File: src/rtl/alu_pkg.sv
// Shared definitions for the ALU sequencer: opcodes, op classes, FSM states and flag layout.
// Imported by the opcode decoder, the sequencer top and the decode stage.
package alu_pkg;

    localparam int ALU_OP_W = 14;

    localparam logic [ALU_OP_W-1:0] OP_NOT   = 14'h0A7;
    localparam logic [ALU_OP_W-1:0] OP_OR    = 14'h0BC;
    localparam logic [ALU_OP_W-1:0] OP_AND   = 14'h0D1;
    localparam logic [ALU_OP_W-1:0] OP_XOR   = 14'h0E6;
    localparam logic [ALU_OP_W-1:0] OP_SHFTR = 14'h0FB;
    localparam logic [ALU_OP_W-1:0] OP_SHFTL = 14'h110;
    localparam logic [ALU_OP_W-1:0] OP_ROTR  = 14'h125;
    localparam logic [ALU_OP_W-1:0] OP_ROTL  = 14'h13A;
    localparam logic [ALU_OP_W-1:0] OP_INC   = 14'h14F;
    localparam logic [ALU_OP_W-1:0] OP_DEC   = 14'h164;
    localparam logic [ALU_OP_W-1:0] OP_ADD   = 14'h179;
    localparam logic [ALU_OP_W-1:0] OP_ADDC  = 14'h18E;
    localparam logic [ALU_OP_W-1:0] OP_SUB   = 14'h1A3;
    localparam logic [ALU_OP_W-1:0] OP_SUBC  = 14'h1B8;
    localparam logic [ALU_OP_W-1:0] OP_SWAP  = 14'h1CD;
    localparam logic [ALU_OP_W-1:0] OP_EQ    = 14'h1E2;
    localparam logic [ALU_OP_W-1:0] OP_GT    = 14'h1F7;
    localparam logic [ALU_OP_W-1:0] OP_LT    = 14'h20C;
    localparam logic [ALU_OP_W-1:0] OP_GET   = 14'h221;
    localparam logic [ALU_OP_W-1:0] OP_LET   = 14'h236;

    typedef enum logic [2:0] {
        CLS_LOGIC,
        CLS_SHIFT,
        CLS_ARITH,
        CLS_SWAP,
        CLS_COMPARE,
        CLS_ILLEGAL
    } op_class_t;

    typedef enum logic [1:0] {
        ST_IDLE,
        ST_EXEC,
        ST_CAPT,
        ST_WB
    } state_t;

    // Architectural flag register layout: {Z, N, C}
    localparam int FLAG_Z = 2;
    localparam int FLAG_N = 1;
    localparam int FLAG_C = 0;

endpackage

File: src/rtl/alu_op_decode.sv
// Combinational opcode classifier, shared between the decode stage and the ALU sequencer.
// Unknown codes map to CLS_ILLEGAL; uses_cin marks ops that consume the carry flag.
module alu_op_decode
    import alu_pkg::*;
(
    input  logic [ALU_OP_W-1:0] op_i,
    output op_class_t           op_class_o,
    output logic                uses_cin_o
);

    always_comb begin
        op_class_o = CLS_ILLEGAL;
        uses_cin_o = 1'b0;
        case (op_i)
            OP_NOT, OP_OR, OP_AND, OP_XOR:       op_class_o = CLS_LOGIC;
            OP_SHFTR, OP_SHFTL, OP_ROTR, OP_ROTL: op_class_o = CLS_SHIFT;
            OP_INC, OP_DEC, OP_ADD, OP_SUB:      op_class_o = CLS_ARITH;
            OP_ADDC, OP_SUBC: begin
                op_class_o = CLS_ARITH;
                uses_cin_o = 1'b1;
            end
            OP_SWAP:                             op_class_o = CLS_SWAP;
            OP_EQ, OP_GT, OP_LT, OP_GET, OP_LET: op_class_o = CLS_COMPARE;
            default:                             op_class_o = CLS_ILLEGAL;
        endcase
    end

endmodule

File: src/rtl/alu_seq_ctrl.sv
// Runs one ALU operation at a time: accept request, drive ALU, capture result/flags, write back.
// Handshakes: a transfer happens on a rising edge where valid and ready are both high; valid holds payload until then.
module alu_seq_ctrl
    import alu_pkg::*;
#(
    parameter int DATA_W = 20,
    parameter int OP_W   = ALU_OP_W,
    parameter int DST_W  = 4
) (
    input  logic              clk,
    input  logic              rst_n,
    input  logic              req_valid,
    output logic              req_ready,
    input  logic [OP_W-1:0]   req_op,
    input  logic [DATA_W-1:0] req_a,
    input  logic [DATA_W-1:0] req_b,
    input  logic [DST_W-1:0]  req_dst,
    output logic [OP_W-1:0]   alu_instr,
    output logic [DATA_W-1:0] alu_a,
    output logic [DATA_W-1:0] alu_b,
    output logic              alu_cin,
    input  logic [DATA_W-1:0] alu_result,
    input  logic              alu_carry,
    input  logic              alu_z,
    input  logic              alu_n,
    output logic              wb_valid,
    input  logic              wb_ready,
    output logic [DATA_W-1:0] wb_data,
    output logic [DST_W-1:0]  wb_dst,
    output logic [2:0]        flags,
    output logic              busy,
    output logic              illegal
);

    state_t            state_q;
    op_class_t         cls_q;
    op_class_t         req_cls;
    logic              req_uses_cin;
    logic [OP_W-1:0]   op_q;
    logic [DATA_W-1:0] a_q, b_q, wb_data_q;
    logic [DST_W-1:0]  dst_q;
    logic              cin_q, illegal_q;
    logic [2:0]        flags_q;

    alu_op_decode u_decode (
        .op_i       (req_op),
        .op_class_o (req_cls),
        .uses_cin_o (req_uses_cin)
    );

    // ALU operand registers are only non-zero during EXEC/CAPT, so the ALU sees zeros while idle.
    always_ff @(posedge clk or negedge rst_n) begin
        if (!rst_n) begin
            state_q   <= ST_IDLE;
            cls_q     <= CLS_LOGIC;
            op_q      <= '0;
            a_q       <= '0;
            b_q       <= '0;
            dst_q     <= '0;
            cin_q     <= 1'b0;
            wb_data_q <= '0;
            flags_q   <= 3'b000;
            illegal_q <= 1'b0;
        end else begin
            illegal_q <= 1'b0;
            case (state_q)
                ST_IDLE: begin
                    if (req_valid) begin
                        if (req_cls == CLS_ILLEGAL) begin
                            illegal_q <= 1'b1;
                        end else begin
                            cls_q   <= req_cls;
                            op_q    <= req_op;
                            a_q     <= req_a;
                            b_q     <= req_b;
                            dst_q   <= req_dst;
                            cin_q   <= req_uses_cin & flags_q[FLAG_C];
                            state_q <= ST_EXEC;
                        end
                    end
                end
                ST_EXEC: state_q <= ST_CAPT;
                ST_CAPT: begin
                    op_q    <= '0;
                    a_q     <= '0;
                    b_q     <= '0;
                    cin_q   <= 1'b0;
                    state_q <= ST_WB;
                    case (cls_q)
                        CLS_LOGIC, CLS_SHIFT: begin
                            wb_data_q[DATA_W-1:0] <= alu_result;
                            flags_q[FLAG_Z]       <= (alu_result == '0);
                            flags_q[FLAG_N]       <= alu_result[DATA_W-1];
                        end
                        CLS_ARITH: begin
                            wb_data_q       <= alu_result;
                            flags_q[FLAG_Z] <= (alu_result == '0);
                            flags_q[FLAG_N] <= alu_result[DATA_W-1];
                            flags_q[FLAG_C] <= alu_carry;
                        end
                        CLS_SWAP: wb_data_q <= b_q;
                        default: begin
                            // Compares only update Z/N and never write back.
                            flags_q[FLAG_Z] <= alu_z;
                            flags_q[FLAG_N] <= alu_n;
                            state_q         <= ST_IDLE;
                        end
                    endcase
                end
                ST_WB: begin
                    if (wb_ready) state_q <= ST_IDLE;
                end
                default: state_q <= ST_IDLE;
            endcase
        end
    end

    assign req_ready = (state_q == ST_IDLE);
    assign busy      = (state_q != ST_IDLE);
    assign wb_valid  = (state_q == ST_WB);
    assign wb_data   = wb_data_q;
    assign wb_dst    = dst_q;
    assign flags     = flags_q;
    assign illegal   = illegal_q;
    assign alu_instr = op_q;
    assign alu_a     = a_q;
    assign alu_b     = b_q;
    assign alu_cin   = cin_q;

endmodule

File: config.mk
export PLATFORM = sky130hd
export DESIGN_NAME = alu_seq_ctrl
export DESIGN_NICKNAME = d
export VERILOG_FILES = /design/src/rtl/alu_pkg.sv /design/src/rtl/alu_op_decode.sv /design/src/rtl/alu_seq_ctrl.sv
export SDC_FILE = /design/constraint.sdc
export NUM_CORES = 1
export LEC_CHECK = 0
export BUFFER_PORTS_ARGS = -buffer_cell sky130_fd_sc_hd__buf_2
export CORE_ASPECT_RATIO = 0.7
export CORE_UTILIZATION = 30
export DETAILED_ROUTE_END_ITERATION = 8
export GPL_ROUTABILITY_DRIVEN = 0
export MAX_ROUTING_LAYER = met4
export PLACE_DENSITY = 0.62
export SYNTH_ARGS = -nofsm -noshare
export SYNTH_HDL_FRONTEND = slang
export SYNTH_SLANG_ARGS = --single-unit
File: constraint.sdc
create_clock -name clk -period 1.75 [get_ports clk]
set_input_delay 0.175 -clock clk [delete_from_list [all_inputs] [get_ports clk]]
set_output_delay 0.175 -clock clk [all_outputs]
set_load 0.005 [all_outputs]
Yosys cells after proc, flatten, opt, wreduce, memory -nomap -nowiden
Cells that the tools add are included.
{"block": "word_totals", "reg_bits": 88, "input_bits": 85}
{"block": "op_classes", "n_mux": 24, "n_bitwise": 3, "eq_ne": 30, "n_reduce_logical": 19}
{"op": "$eq A14 B9 Y1 const B", "count": 12}
{"op": "$pmux W20 S2", "count": 3}
{"op": "$mux W20", "count": 4}
{"op": "$eq A14 B8 Y1 const B", "count": 5}
{"op": "$eq A14 B10 Y1 const B", "count": 3}
{"op": "$mux W14", "count": 2}
{"op": "$pmux W14 S2", "count": 1}
{"op": "$logic_not A20 Y1", "count": 1}
{"op": "$pmux W3 S5", "count": 1}
{"op": "$reduce_or A4 Y1", "count": 3}
{"op": "$reduce_and A3 Y1", "count": 3}
{"op": "$mux W2", "count": 4}
{"op": "$pmux W2 S4", "count": 1}
{"op": "$eq A3 B2 Y1 const B", "count": 2}
{"op": "$mux W1", "count": 6}
{"op": "$reduce_and A2 Y1", "count": 3}
{"op": "$reduce_bool A2 Y1", "count": 3}
{"op": "$reduce_or A6 Y1", "count": 1}
{"op": "$reduce_or A5 Y1", "count": 1}
{"op": "$eq A2 B2 Y1 const B", "count": 2}
{"op": "$ne A2 B2 Y1 const B", "count": 2}
{"op": "$pmux W2 S2", "count": 1}
{"op": "$eq A3 B1 Y1 const B", "count": 1}
{"op": "$eq A3 B3 Y1 const B", "count": 1}
{"op": "9 further kinds", "count": 10}

Depth between registers and ports, before layout
Gate-level depths: netlist of run 1.
{"block": "depth", "word_depth": 7, "depth_mapped": 9}

Cells and area by module
Synthesis of run 1 repeated with hierarchy kept, for this count alone.
{"block": "hier_totals", "hier_cells": 328, "hier_area_um2": 3995.1}
{"mod": "alu_seq_ctrl", "area_per_inst_um2": 3548.4, "seq_area_each_um2": 2202.1, "cells_each": 264, "n_inst": 1}
{"mod": "alu_op_decode", "area_per_inst_um2": 446.7, "seq_area_each_um2": 0.0, "cells_each": 64, "n_inst": 1}

Worst setup path after synthesis of run 1
OpenSTA, ideal clock, no wires.
{"block": "synth_timing", "path_type": "input -> register", "startpoint": "in req_op[6]", "endpoint": "reg dst_q[0] (netlist: wb_dst[0])", "path_slack_ns": -0.211, "t_arrival_ns": 1.836, "stages": 9, "setup_ns": 0.125, "required_ns": 1.625, "path_cell_list": "buf_4 and4bb_1 a32oi_1 nor4b_2 nor3_2 a31oi_1 buf_6 buf_12 mux2_4"}
{"block": "synth_between", "elab_chain_cells": 6}
{"element": "start: declaration", "line": "alu_seq_ctrl.sv:14", "text": "input logic [OP_W-1:0] req_op,"}
{"element": "$eq A14 B9 Y1 (tied with other cells)", "line": "alu_op_decode.sv:14", "text": "case (op_i)"}
{"element": "$reduce_or A6 Y1 (no source line) (tied with other cells)"}
{"element": "$pmux W3 S5 *", "line": "alu_op_decode.sv:14"}
{"element": "$eq A3 B3 Y1 *", "line": "alu_seq_ctrl.sv:69", "text": "if (req_cls == CLS_ILLEGAL) begin"}
{"element": "$not A1 Y1 (no source line) *"}
{"element": "$reduce_and A3 Y1 (no source line) *"}
{"element": "end signal: assignment", "line": "alu_seq_ctrl.sv:76", "text": "dst_q <= req_dst;"}
{"element": "end: declaration", "line": "alu_seq_ctrl.sv:41", "text": "logic [DST_W-1:0] dst_q;"}
Mark *: on every way between the ends. The rest lies on a longest branch, timed or not.
A chain may end at the register's enable or synchronous reset.

Final worst setup path of run 1
{"block": "layout_timing", "startpoint": "in req_op[2]", "endpoint": "reg a_q[5] (netlist: alu_a[5])"}
{"block": "layout_between", "elab_chain_cells": 6}
{"element": "$eq A14 B9 Y1 (tied with other cells)", "line": "alu_op_decode.sv:14"}
{"element": "$reduce_or A6 Y1 (no source line) (tied with other cells)"}
{"element": "$pmux W3 S5 *", "line": "alu_op_decode.sv:14"}
{"element": "$eq A3 B3 Y1 *", "line": "alu_seq_ctrl.sv:69"}
{"element": "$ne A2 B2 Y1 (no source line) *"}
{"element": "$reduce_and A3 Y1 (no source line) *"}
{"element": "end signal: assignment", "line": "alu_seq_ctrl.sv:74", "text": "a_q <= req_a;"}
{"element": "end: declaration", "line": "alu_seq_ctrl.sv:40", "text": "logic [DATA_W-1:0] a_q, b_q, wb_data_q;"}
Marked as above.

==> metrics.md, run 1 <==
| Metric | Value |
|---|---|
| Post-synth EDFFs | 0 |
| Starting Density | 31.2% |
| Max-slew violation count | 0 |
| Clock transition at the registers of the reported paths | 0.07 ns |
| H-Tree Depth | 3 |
| CP required | 2.00 ns |
| Design area | 6200 um^2 |
| CTS tree | done |
| Skew-Pair Late Insertion Delay | 0.33 ns |
| Final hold viol count | 0 |
| Die W | 147 um |
| CTS Buffer Depth | 2 |
| Avg WL per Cell | 14.6 um |
| Die Height | 104 um |
| Synth top area cells | dfrtp_1 50%, mux2i_1 16%, nand2_1 4.9% |
| Synth Register Bits | 88 |
| Avg Cell Area, Syn | 10.1 um^2 |
| Area Growth Syn to Fin | 40.4% |
| Number of global-route vias before repair | 3956 |
| Leakage power | 0.00326 uW |
| PwrDens | 721 nW/um^2 |
| Share of cells above drive strength 1 | 40.3% |
| WS Path Type | input port to flop |
| Via count | 3885 |
| Share of the synthesized area in the top cell type | 49.8% |
| CP max FO | 17 |
| DRC Markers | 0 |
| Most frequent CP cell | buf_12 |
| Post-synth net total | 523 |
| Largest net degree at the start of global routing | 89 |
| Root Driver | clkbuf_16 |
| Slowest stage delay, CP | 0.37 ns |
| Num CTS Buffers | 9 |
| # rows | 36 |
| Worst IR Drop VDD | 0.000414 V |
| Final WL | 12300 um |
| Worst slew margin | 65.2% |
| Commonest non-fill, non-tap cell in the layout | buf_2 |
| Fill cells | 1410 |
| Slowest CP cell | nor4bb_1 |
| Overflow after GRT | 0 |
| Sink Count | 88 |
| Most frequent cells in the layout | 168 x buf_2, 88 x dfrtp_1, 69 x mux2i_1 |
| Measured slew at the worst slew-check pin | 0.522 ns |
| Router iterations before antenna repair | 5 |
| Crit start category | input port |
| Crit path time final | 1.75 ns |
| I/O Buffers | 170 |
| Worst-path cell chain | buf_2, buf_4, nor4bb_1, o21ai_1, nand2_1, o21ai_2, a31oi_4, buf_12, buf_12, mux2i_2 |
| Predominant post-synthesis flop cell | dfrtp_1 |
| DIE AREA | 15200 um^2 |
| RSZ-0062 raised after global routing | true |
| # setup viols final | 0 |
| Via-per-instance ratio | 4.61 |
| Nets | 733 |
| Final period utilization | 99.9% |
| Mapped cell area | 4420 um^2 |
| Final ANT Viol Nets | 0 |
| CP arrival | 2.00 ns |
| Antenna violations before repair | 0 |
| Floorplan core area | 14100 um^2 |
| Num ports | 171 |
| Yosys Warn Count | 0 |
| Antenna Diode Count | 0 |
| Hold Crit Class | input port to flop |
| Cell count after synthesis | 438 |
| Placed cell areas | 5820 um^2 |
| Detail Placement HPWL | 9330 um |
| Synth area leader | dfrtp_1 |
| Asr flop ratio synth | 100% |
| Clock Skew | 0.00670 ns |
| Outcome | complete, no violations |
| Global-route wire length before repair | 20300 um |
| Crit. End Element | flop |
| Max-Cap Viols | 0 |
| Fmax | 0.572 GHz |
| Total GRT Usage | 17.0% |
| Initial DRC Count | 180 |
| Core Util, Final | 43.8% |
| Netlist cell types | 55 |
| Post-synthesis sequential area ratio | 49.8% |
-- layer usage --
layer / global-route usage (%) / vias to the layer above / wire length [um]
li1: - / 1893 / -
met1: 24.0 / 1846 / 6210
met2: 24.8 / 136 / 5280
met3: 4.05 / 10 / 714
met4: 3.24 / 0 / 103
met5: - / - / 0
-- power breakdown --
part           internal (uW)  switching [uW]  total, uW
combinational            212             224        436
sequential              2070            27.0       2100
clock                   1150             789       1940
-- cell families (layout without fill, tap and decap cells) --
logic type | count (synthesis) | count (layout) | share of synthesized area, %
DFF | 88 | 88 | 49.8
and+or+nand+nor | 141 | 141 | 16.7
buffers and inverters | 80 | 295 | 8.41
xor gates and xnor gates | 2 | 2 | 0.397
AOI/OAI and AO/OA | 52 | 52 | 7.31
muxes | 75 | 75 | 17.4
-- worst max-delay path: cells and delay by family --
family	cells	cell delay [ns]
multiplexers	1	0.22
buffers and inverters	4	0.67
AO/OA/AOI/OAI	3	0.43
AND/OR/NAND/NOR	2	0.47
-- cell usage after synthesis (5+ instances only) --
master,number
dfrtp_1,88
mux2i_1,70
nand2_1,58
inv_1,53
nor2_1,27
a21oi_1,26
clkbuf_1,11
nand3_1,8
nor3_1,7
buf_2,5
buf_6,5
nor4_1,5
o21ai_0,5
-- path summary, 6_finish.rpt --
path                               to  startpoint  cells past startpoint  slack (ns)
min in group asynchronous   alu_a[19]       rst_n                      3        0.38
hold / removal             state_q[1]    wb_ready                      2        0.06
max in group asynchronous    flags[2]       rst_n                      3        0.92
setup reg to reg             alu_a[5]  state_q[1]                      6        0.15
setup / recovery             alu_a[5]   req_op[2]                     10       0.002
hold reg to reg             wb_dst[2]   wb_dst[2]                      1        0.51
-- metrics by stage --
stage                     setup slack [ns]  std cells  total power, uW  setup TNS (ns)  hold slack (ns)
after global placement              -0.269        825             2550          -12.44            0.250
after global routing               -0.0462        843             4710          -0.536           0.0501
after floorplan                     -0.210        438             2290           -4.11           -0.121
final                              0.00224        843             4470               0           0.0561
after CTS                           0.0310        842             4550               0           0.0343
after detailed placement            -0.390        825             2560          -18.35            0.261
-- final cells by class --
class | count | area, um^2 | share of cell area, %
Sequential cell | 88 | 2200 | 35.5
Multi-Input combinational cell | 270 | 1910 | 30.8
Timing Repair Buffer | 226 | 1350 | 21.8
Clock buffer | 12 | 246 | 3.97
Tap cell | 190 | 238 | 3.83
Inverter | 53 | 199 | 3.21
Clock inverter | 4 | 53.8 | 0.868
-- state kept, by name, summed over array words and instances, names as in the netlist --
register,count
alu_a,20
alu_b,20
wb_data,20
alu_instr,14
wb_dst,4
cls_q,3
flags,3
state_q,2
alu_cin,1
illegal,1
-- timing repair --
| item | CTS | global route |
|---|---|---|
| pin swaps | 1 | 0 |
| setup endpoints to repair | 10 | 44 |
| buffers inserted | 0 | 1 |
| hold endpoints to repair | 88 | 0 |
| gates resized for setup | 1 | 10 |
| hold buffers | 1 | 0 |
Power figures use the tool's default switching activity.
==> run 2, diff against run 1 <==
--- a/config.mk
+++ b/config.mk
@@ -11,7 +11,9 @@
 export DETAILED_ROUTE_END_ITERATION = 8
 export GPL_ROUTABILITY_DRIVEN = 0
 export MAX_ROUTING_LAYER = met4
-export PLACE_DENSITY = 0.62
+export PLACE_DENSITY = 0.63
+export REMOVE_ABC_BUFFERS = 1
 export SYNTH_ARGS = -nofsm -noshare
 export SYNTH_HDL_FRONTEND = slang
+export SYNTH_HIERARCHICAL = 1
 export SYNTH_SLANG_ARGS = --single-unit
==> run 2 against run 1 <==
Die area shrank 9.4%. Largest power group unchanged. Non-clock buffer count increased by 26. The flow now finishes with violations (setup timing). Critical path type unchanged. Core utilization grew 6.0 points. Count of clock-buffer cells in the layout shrank 3. Synthesized area fell by 9.6%. Via count is 5.1% lower. Largest cell class unchanged. Cell area grew 2.3%. Sequential power up 20%. Highest routed layer unchanged.
==> metrics.md, run 2 <==
| Metric | Value |
|---|---|
| Outcome | finished with violations |
| Failing checks | setup timing |
| Mapped cell area | 4000 um^2 (-9.6%) |
| Post-synth EDFFs | 0 (unchanged) |
| Measured slew at the worst slew-check pin | 0.534 ns (+0.0111 ns) |
| Synth area leader | dfrtp_1 |
| Die Height | 98.6 um (-4.8%) |
| Netlist cell types | 49 (-11%) |
| Cell count after synthesis | 328 (-25%) |
| Synth Area in Simple Gates | 12.2% (-4.5 points) |
| Skew-Pair Late Insertion Delay | 0.34 ns (about the same) |
| Post-synthesis sequential area ratio | 55.1% (+5.3 points) |
| Final hold viol count | 0 (unchanged) |
| Post-synthesis mux area share | 7.61% (-9.8 points) |
| Worst slew margin | 64.1% (-1.1 points) |
| Via-per-instance ratio | 5.04 (+9.4%) |
| Worst Min Path Start | req_a[3] |
| Placed cells | 686 (-17%) |
| Crit. End Element | flop |
| Total GRT Usage | 19.0% (+2.0 points) |
| Synth Area in Adders | 0% (unchanged) |
| Root Driver | clkbuf_16 |
| Via count | 3686 (-5.1%) |
| Synth Register Bits | 88 (unchanged) |
| Die W | 140 um (-4.8%) |
| Clock transition at the registers of the reported paths | 0.07 ns (about the same) |
| DIE AREA | 13800 um^2 (-9.4%) |
| Crit path time final | 2.01 ns (+0.259 ns) |
| Area Growth Syn to Fin | 58.8% |
| Nets | 650 (-11%) |
| Reg2Reg Launch Point | state_q[0] |
| Compound-gate portion of the synthesized area | 19.8% (+13 points) |
| Leakage power | 0.00336 uW (+3.1%) |
| Hold path depth | 2 (unchanged) |
| Final ANT Viol Nets | 0 (unchanged) |
| Hold slack | 0.0476 ns (-0.00850 ns) |
| Largest net degree at the start of global routing | 41 (-54%) |
| Hold Crit Class | input port to flop |
| Detail Placement HPWL | 8740 um (-6.4%) |
| # rows | 34 (-5.6%) |
| Router iterations before antenna repair | 4 (-1) |
| Sink Count | 88 (unchanged) |
| Fmax | 0.498 GHz (-13%) |
| Synth Area in XOR/XNOR | 0% (-0.40 points) |
| Share of the synthesized area in the top cell type | 55.1% (+5.3 points) |
| Number of global-route vias before repair | 3740 (-5.5%) |
| Predominant post-synthesis flop cell | dfrtp_1 |
| RSZ-0062 raised after global routing | true |
| Main combinational cell family by area after synthesis | compound AO/OA/AOI/OAI gates |
| Worst-path cell chain | buf_12, buf_6, buf_6, nor4b_4, o21ai_2, o311ai_2, buf_4, nor2_2, nor2_2, nand3b_4, buf_6, a31oi_4, buf_12, clkbuf_16, a22o_1 |
| Num ports | 171 (unchanged) |
| CP required | 1.98 ns (-0.02 ns) |
| Crit. Startpoint | req_op[4] |
| Hold EP | alu_a[3] |
| Most common cell in the netlist | dfrtp_1 |
| R2r worst-path depth | 4 (-2) |
| CP max FO | 8 (-9) |
| Yosys Warn Count | 6 (+6) |
| I/O Buffers | 170 (unchanged) |
| Commonest non-fill, non-tap cell in the layout | buf_2 |
| CTS Buffer Depth | 2 (unchanged) |
| Max-slew violation count | 0 (unchanged) |
| Starting Density | 31.4% (+0.17 points) |
| Most instantiated cells after synthesis | 88 x dfrtp_1, 55 x a22o_1, 28 x nor2_1 |
| Global-route wire length before repair | 19900 um (-2.2%) |
| FF-to-FF End | wb_dst[0] |
| WS Path Type | input port to flop |
| Crit start category | input port |
| Cell Count, Final, Fillers Out | 731 (-13%) |
| DRC Markers | 0 (unchanged) |
| Initial DRC Count | 167 (-7.2%) |
| Overflow after GRT | 0 (unchanged) |
| H-Tree Depth | 3 (unchanged) |
| Slowest CP cell | nor4b_4 |
| Max-Cap Viols | 0 (unchanged) |
| Clock Skew | 0.00907 ns (+0.00238 ns) |
| Most frequent cells in the layout | 161 x buf_2, 88 x dfrtp_1, 55 x a22o_1 |
| Final setup margin | -0.256 ns (-0.259 ns) |
| Share of cells above drive strength 1 | 52.7% (+12 points) |
| Asr flop ratio synth | 100% (unchanged) |
| Worst IR Drop VDD | 0.000660 V (+59%) |
| Antenna Diode Count | 0 (unchanged) |
| Avg Cell Area, Syn | 12.2 um^2 (+21%) |
| Synth top area cells | dfrtp_1 55%, a22o_1 12%, mux2i_1 5.3% |
| R2R setup slack | 0.24 ns (+0.09 ns) |
| Setup slack after placement | -0.734 ns (-0.344 ns) |
| Slowest stage delay, CP | 0.28 ns (-0.09 ns) |
| Final WL | 13300 um (+7.9%) |
| CTS tree | done |
| Num CTS Buffers | 9 (unchanged) |
| Floorplan core area | 12700 um^2 (-10%) |
| CP arrival | 2.23 ns (+0.23 ns) |
| Avg WL per Cell | 18.2 um (+24%) |
| Final period utilization | 115% (+15 points) |
| Most frequent CP cell | buf_6 |
| Antenna violations before repair | 0 (unchanged) |
| # setup viols final | 63 (+63) |
| PwrDens | 1090 nW/um^2 (+51%) |
-- run 2: changes by cell type after synthesis, moves of 8 or more --
| cell | change |
|---|---|
| a22o_1 | +54 |
| mux2i_1 | -49 |
| nand2_1 | -51 |
| nand3_1 | -8 |
| buf_2 | +8 |
| inv_1 | -49 |
| clkbuf_1 | -11 |
-- run 2: stage by stage --
stage | power, uW | setup TNS [ns] | cell area, um^2 | utilization (%)
5_1_grt | 7280 | -17.99 | 6340 | 49.9
2_1_floorplan | 3320 | -73.12 | 3800 | -
4_1_cts | 6420 | -10.46 | 6140 | 48.2
3_3_place_gp | 4290 | -38.20 | 5320 | 41.8
6_report | 6890 | -13.20 | 6340 | 49.9
3_5_place_dp | 4350 | -43.42 | 5320 | 41.8
-- run 2: how the worst max path moves through the flow --
stage                endpoint  slack [ns]
floorplan           wb_dst[0]       -1.36
global placement    wb_dst[3]       -0.63
detailed placement  wb_dst[0]       -0.73
CTS                  alu_a[5]       -0.20
global route        alu_b[13]       -0.33
finish               alu_a[5]       -0.26
-- run 2: power breakdown --
part	switching [uW]	internal [uW]
Clock	851	1120
Sequential	182	2340
Combinational	1200	1190
-- run 2: logic make-up (layout without fill, tap and decap cells) --
family	count (synthesis)	count (layout)
AO/OA/AOI/OAI	102	102
buffers and inverters	30	271
flip-flops	88	88
multiplexers	28	28
AND/OR/NAND/NOR	80	80
-- run 2: layout make-up --
| cell class | instances | area, um^2 |
|---|---|---|
| clock buffers | 9 | 225 |
| repair buffers | 252 | 1890 |
| well taps | 162 | 203 |
| multi-input cells | 210 | 1740 |
| clock inverters | 6 | 75.1 |
| flip-flops and latches | 88 | 2200 |
| fillers | 1153 | 6380 |
| inverters | 4 | 15.0 |
-- run 2: critical path, delay by kind of cell --
family | cells | cell delay, ns
compound gates | 4 | 0.51
buf+inv | 7 | 0.94
simple gates | 4 | 0.60
-- run 2: routing by layer --
layer  vias up  wire length [um]  global-route usage [%]
met5         -                 0                       -
met4         0               176                    4.56
met3        21               760                    4.62
met2       142              5970                    29.2
met1      1808              6370                    25.2
li1       1715                 -                       -
-- run 2: timing repair --
item	in CTS	in global routing
buffers inserted	15	5
resized for setup	66	14
cloned	4	7
endpoints found under the setup margin	63	63
endpoints found under the hold margin	26	0
hold buffers	1	0
pin swaps	15	52
==> run 3, diff against run 2 <==
--- a/config.mk
+++ b/config.mk
@@ -7,11 +7,11 @@
 export LEC_CHECK = 0
 export BUFFER_PORTS_ARGS = -buffer_cell sky130_fd_sc_hd__buf_2
 export CORE_ASPECT_RATIO = 0.7
-export CORE_UTILIZATION = 30
+export CORE_UTILIZATION = 40
 export DETAILED_ROUTE_END_ITERATION = 8
 export GPL_ROUTABILITY_DRIVEN = 0
 export MAX_ROUTING_LAYER = met4
-export PLACE_DENSITY = 0.63
+export PLACE_DENSITY = 0.77
 export REMOVE_ABC_BUFFERS = 1
 export SYNTH_ARGS = -nofsm -noshare
 export SYNTH_HDL_FRONTEND = slang
==> run 3 against run 2 <==
The flow still finishes with violations (setup timing). Core utilization increased by 14 points. Critical endpoint is now alu_instr[0]. Highest routed layer unchanged. Critical path type unchanged. Non-clock buffer count decreased by 4. Register-to-register slack barely moved. Via count grew 1.2%. Cell area shrank 2.7%.
==> metrics.md, run 3 (synthesized netlist as in run 2, its figures left out) <==
| Metric | Value |
|---|---|
| Outcome | finished with violations |
| Failing checks | setup timing |
| Slowest CP cell | or3b_1 |
| Worst slew margin | 70.1% (+6.0 points) |
| Avg WL per Cell | 17.9 um (-1.5%) |
| Area Growth Syn to Fin | 54.5% |
| # setup viols final | 63 (unchanged) |
| Crit path time final | 2.10 ns (+0.0925 ns) |
| Overflow after GRT | 0 (unchanged) |
| CP max FO | 11 (+3) |
| DRC Markers | 0 (unchanged) |
| DIE AREA | 10400 um^2 (-25%) |
| Largest net degree at the start of global routing | 47 (+15%) |
| CTS Buffer Depth | 2 (unchanged) |
| Hold path depth | 2 (unchanged) |
| Fmax | 0.476 GHz (-4.4%) |
| I/O Buffers | 170 (unchanged) |
| Hold Crit Class | input port to flop |
| Largest delay contributor family on the critical path | compound AO/OA/AOI/OAI gates |
| Initial DRC Count | 202 (+21%) |
| Slowest stage delay, CP | 0.40 ns (+0.12 ns) |
| Router iterations before antenna repair | 4 (unchanged) |
| RSZ-0062 raised after global routing | true |
| Setup TNS | -17.97 ns (-4.76 ns) |
| Commonest non-fill, non-tap cell in the layout | buf_2 |
| Leakage power | 0.00329 uW (-2.2%) |
| PwrDens | 1080 nW/um^2 (-1.0%) |
| Global-route wire length before repair | 17800 um (-11%) |
| R2r worst-path depth | 4 (unchanged) |
| Worst IR Drop VDD | 0.000570 V (-14%) |
| Max-slew violation count | 0 (unchanged) |
| Measured slew at the worst slew-check pin | 0.445 ns (-0.0885 ns) |
| Floorplan core area | 9680 um^2 (-24%) |
| Starting Density | 41.3% (+9.8 points) |
| Clock transition at the registers of the reported paths | 0.06 ns (about the same) |
| Crit start category | input port |
| Most frequent cells in the layout | 161 x buf_2, 88 x dfrtp_1, 55 x a22o_1 |
| CP required | 1.95 ns (-0.03 ns) |
| Die W | 121 um (-13%) |
| Final WL | 12400 um (-6.5%) |
| Via-per-instance ratio | 5.38 (+6.6%) |
| Total GRT Usage | 22.8% (+3.8 points) |
| Final ANT Viol Nets | 0 (unchanged) |
| Final hold viol count | 0 (unchanged) |
| Placed cell areas | 5300 um^2 (-0.33%) |
| CP arrival | 2.30 ns (+0.07 ns) |
| Num ports | 171 (unchanged) |
| CP Depth | 12 (-3) |
| Die Height | 85.6 um (-13%) |
| Final period utilization | 120% (+5.3 points) |
| Detail Placement HPWL | 7930 um (-9.3%) |
| Nets | 646 (-0.62%) |
| H-Tree Depth | 3 (unchanged) |
| Crit. End Element | flop |
| Fill cells | 768 (-33%) |
| Final setup margin | -0.349 ns (-0.0925 ns) |
| Skew-Pair Late Insertion Delay | 0.32 ns (-0.02 ns) |
| # rows | 30 (-12%) |
| Via count | 3732 (+1.2%) |
| Root Driver | clkbuf_16 |
| Buffers and inverters on the worst path | 4 (-3) |
| Worst-path cell chain | clkbuf_16, or3b_1, o32a_1, o32ai_2, a22o_1, a22oi_2, nand3b_4, buf_6, a31oi_4, buf_12, buf_12, a22o_1 |
| CTS tree | done |
| Antenna violations before repair | 0 (unchanged) |
| Antenna Diode Count | 0 (unchanged) |
| Clock Skew | 0.00468 ns (-0.00439 ns) |
| Design area | 6170 um^2 (-2.7%) |
| Num CTS Buffers | 9 (unchanged) |
| Max-Cap Viols | 0 (unchanged) |
| Number of global-route vias before repair | 3539 (-5.4%) |
| Sink Count | 88 (unchanged) |
| Share of cells above drive strength 1 | 52.3% (-0.43 points) |
| WS Path Type | input port to flop |
## run 3: layout make-up
type | instances | area [um^2] | share of cell area, %
Clock inverter | 6 | 66.3 | 1.07
Multi-Input combinational cell | 210 | 1730 | 28.0
Sequential cell | 88 | 2200 | 35.7
Tap cell | 128 | 160 | 2.59
Inverter | 4 | 15.0 | 0.243
Timing Repair Buffer | 248 | 1760 | 28.5
Clock buffer | 10 | 239 | 3.87
## run 3: worst register-to-register path, cell delays in order, from the launching register on
cell	delay (ns)
dfrtp_1	0.43
nor2_1	0.20
and3_4	0.30
buf_12	0.14
mux2_4	0.30
## run 3: path summary, 6_finish.rpt
path                            startpoint            to  slack [ns]
worst max-delay path             req_op[4]  alu_instr[0]       -0.35
worst min-delay path              req_a[2]      alu_a[2]        0.06
worst max register to register  state_q[0]     wb_dst[3]        0.25
worst min register to register   alu_a[17]     alu_a[17]        0.51
max in group asynchronous            rst_n     alu_a[15]        0.87
min in group asynchronous            rst_n    wb_data[2]        0.31
## run 3: metrics by stage
step                utilization [%]  power (uW)  hold WS [ns]  cells  setup slack (ns)
floorplan                         -        3320        -0.121    302             -1.36
global placement               54.8        4210         0.104    657            -0.683
detailed placement             54.8        4270         0.116    657            -0.760
CTS                            60.6        6250        0.0456    683            -0.295
global route                   63.7        6990        0.0514    694            -0.406
finish                         63.7        6640        0.0598    694            -0.349
## run 3: report_power, final
group | internal, uW | leakage (uW) | switching (uW)
clock | 1150 | 0.000141 | 789
sequential | 2340 | 0.00116 | 187
combinational | 1060 | 0.00199 | 1110
total | 4550 | 0.00329 | 2090
## run 3: layer usage
metal  part of all wire [%]  GRT usage [%]  vias up
met5                      0              -        -
met4                    2.2           6.29        0
met3                    7.5           4.26       24
met2                     46           33.5      181
met1                     44           32.2     1814
li1                       -              -     1713
## run 3: what timing repair did
action | 4_1_cts | 5_1_grt
buffers inserted | 7 | 5
pin swaps | 9 | 25
hold buffers | 1 | 0
resized for setup | 33 | 31
gates cloned | 2 | 7
setup endpoints to repair | 63 | 63
hold endpoints to repair | 25 | 0
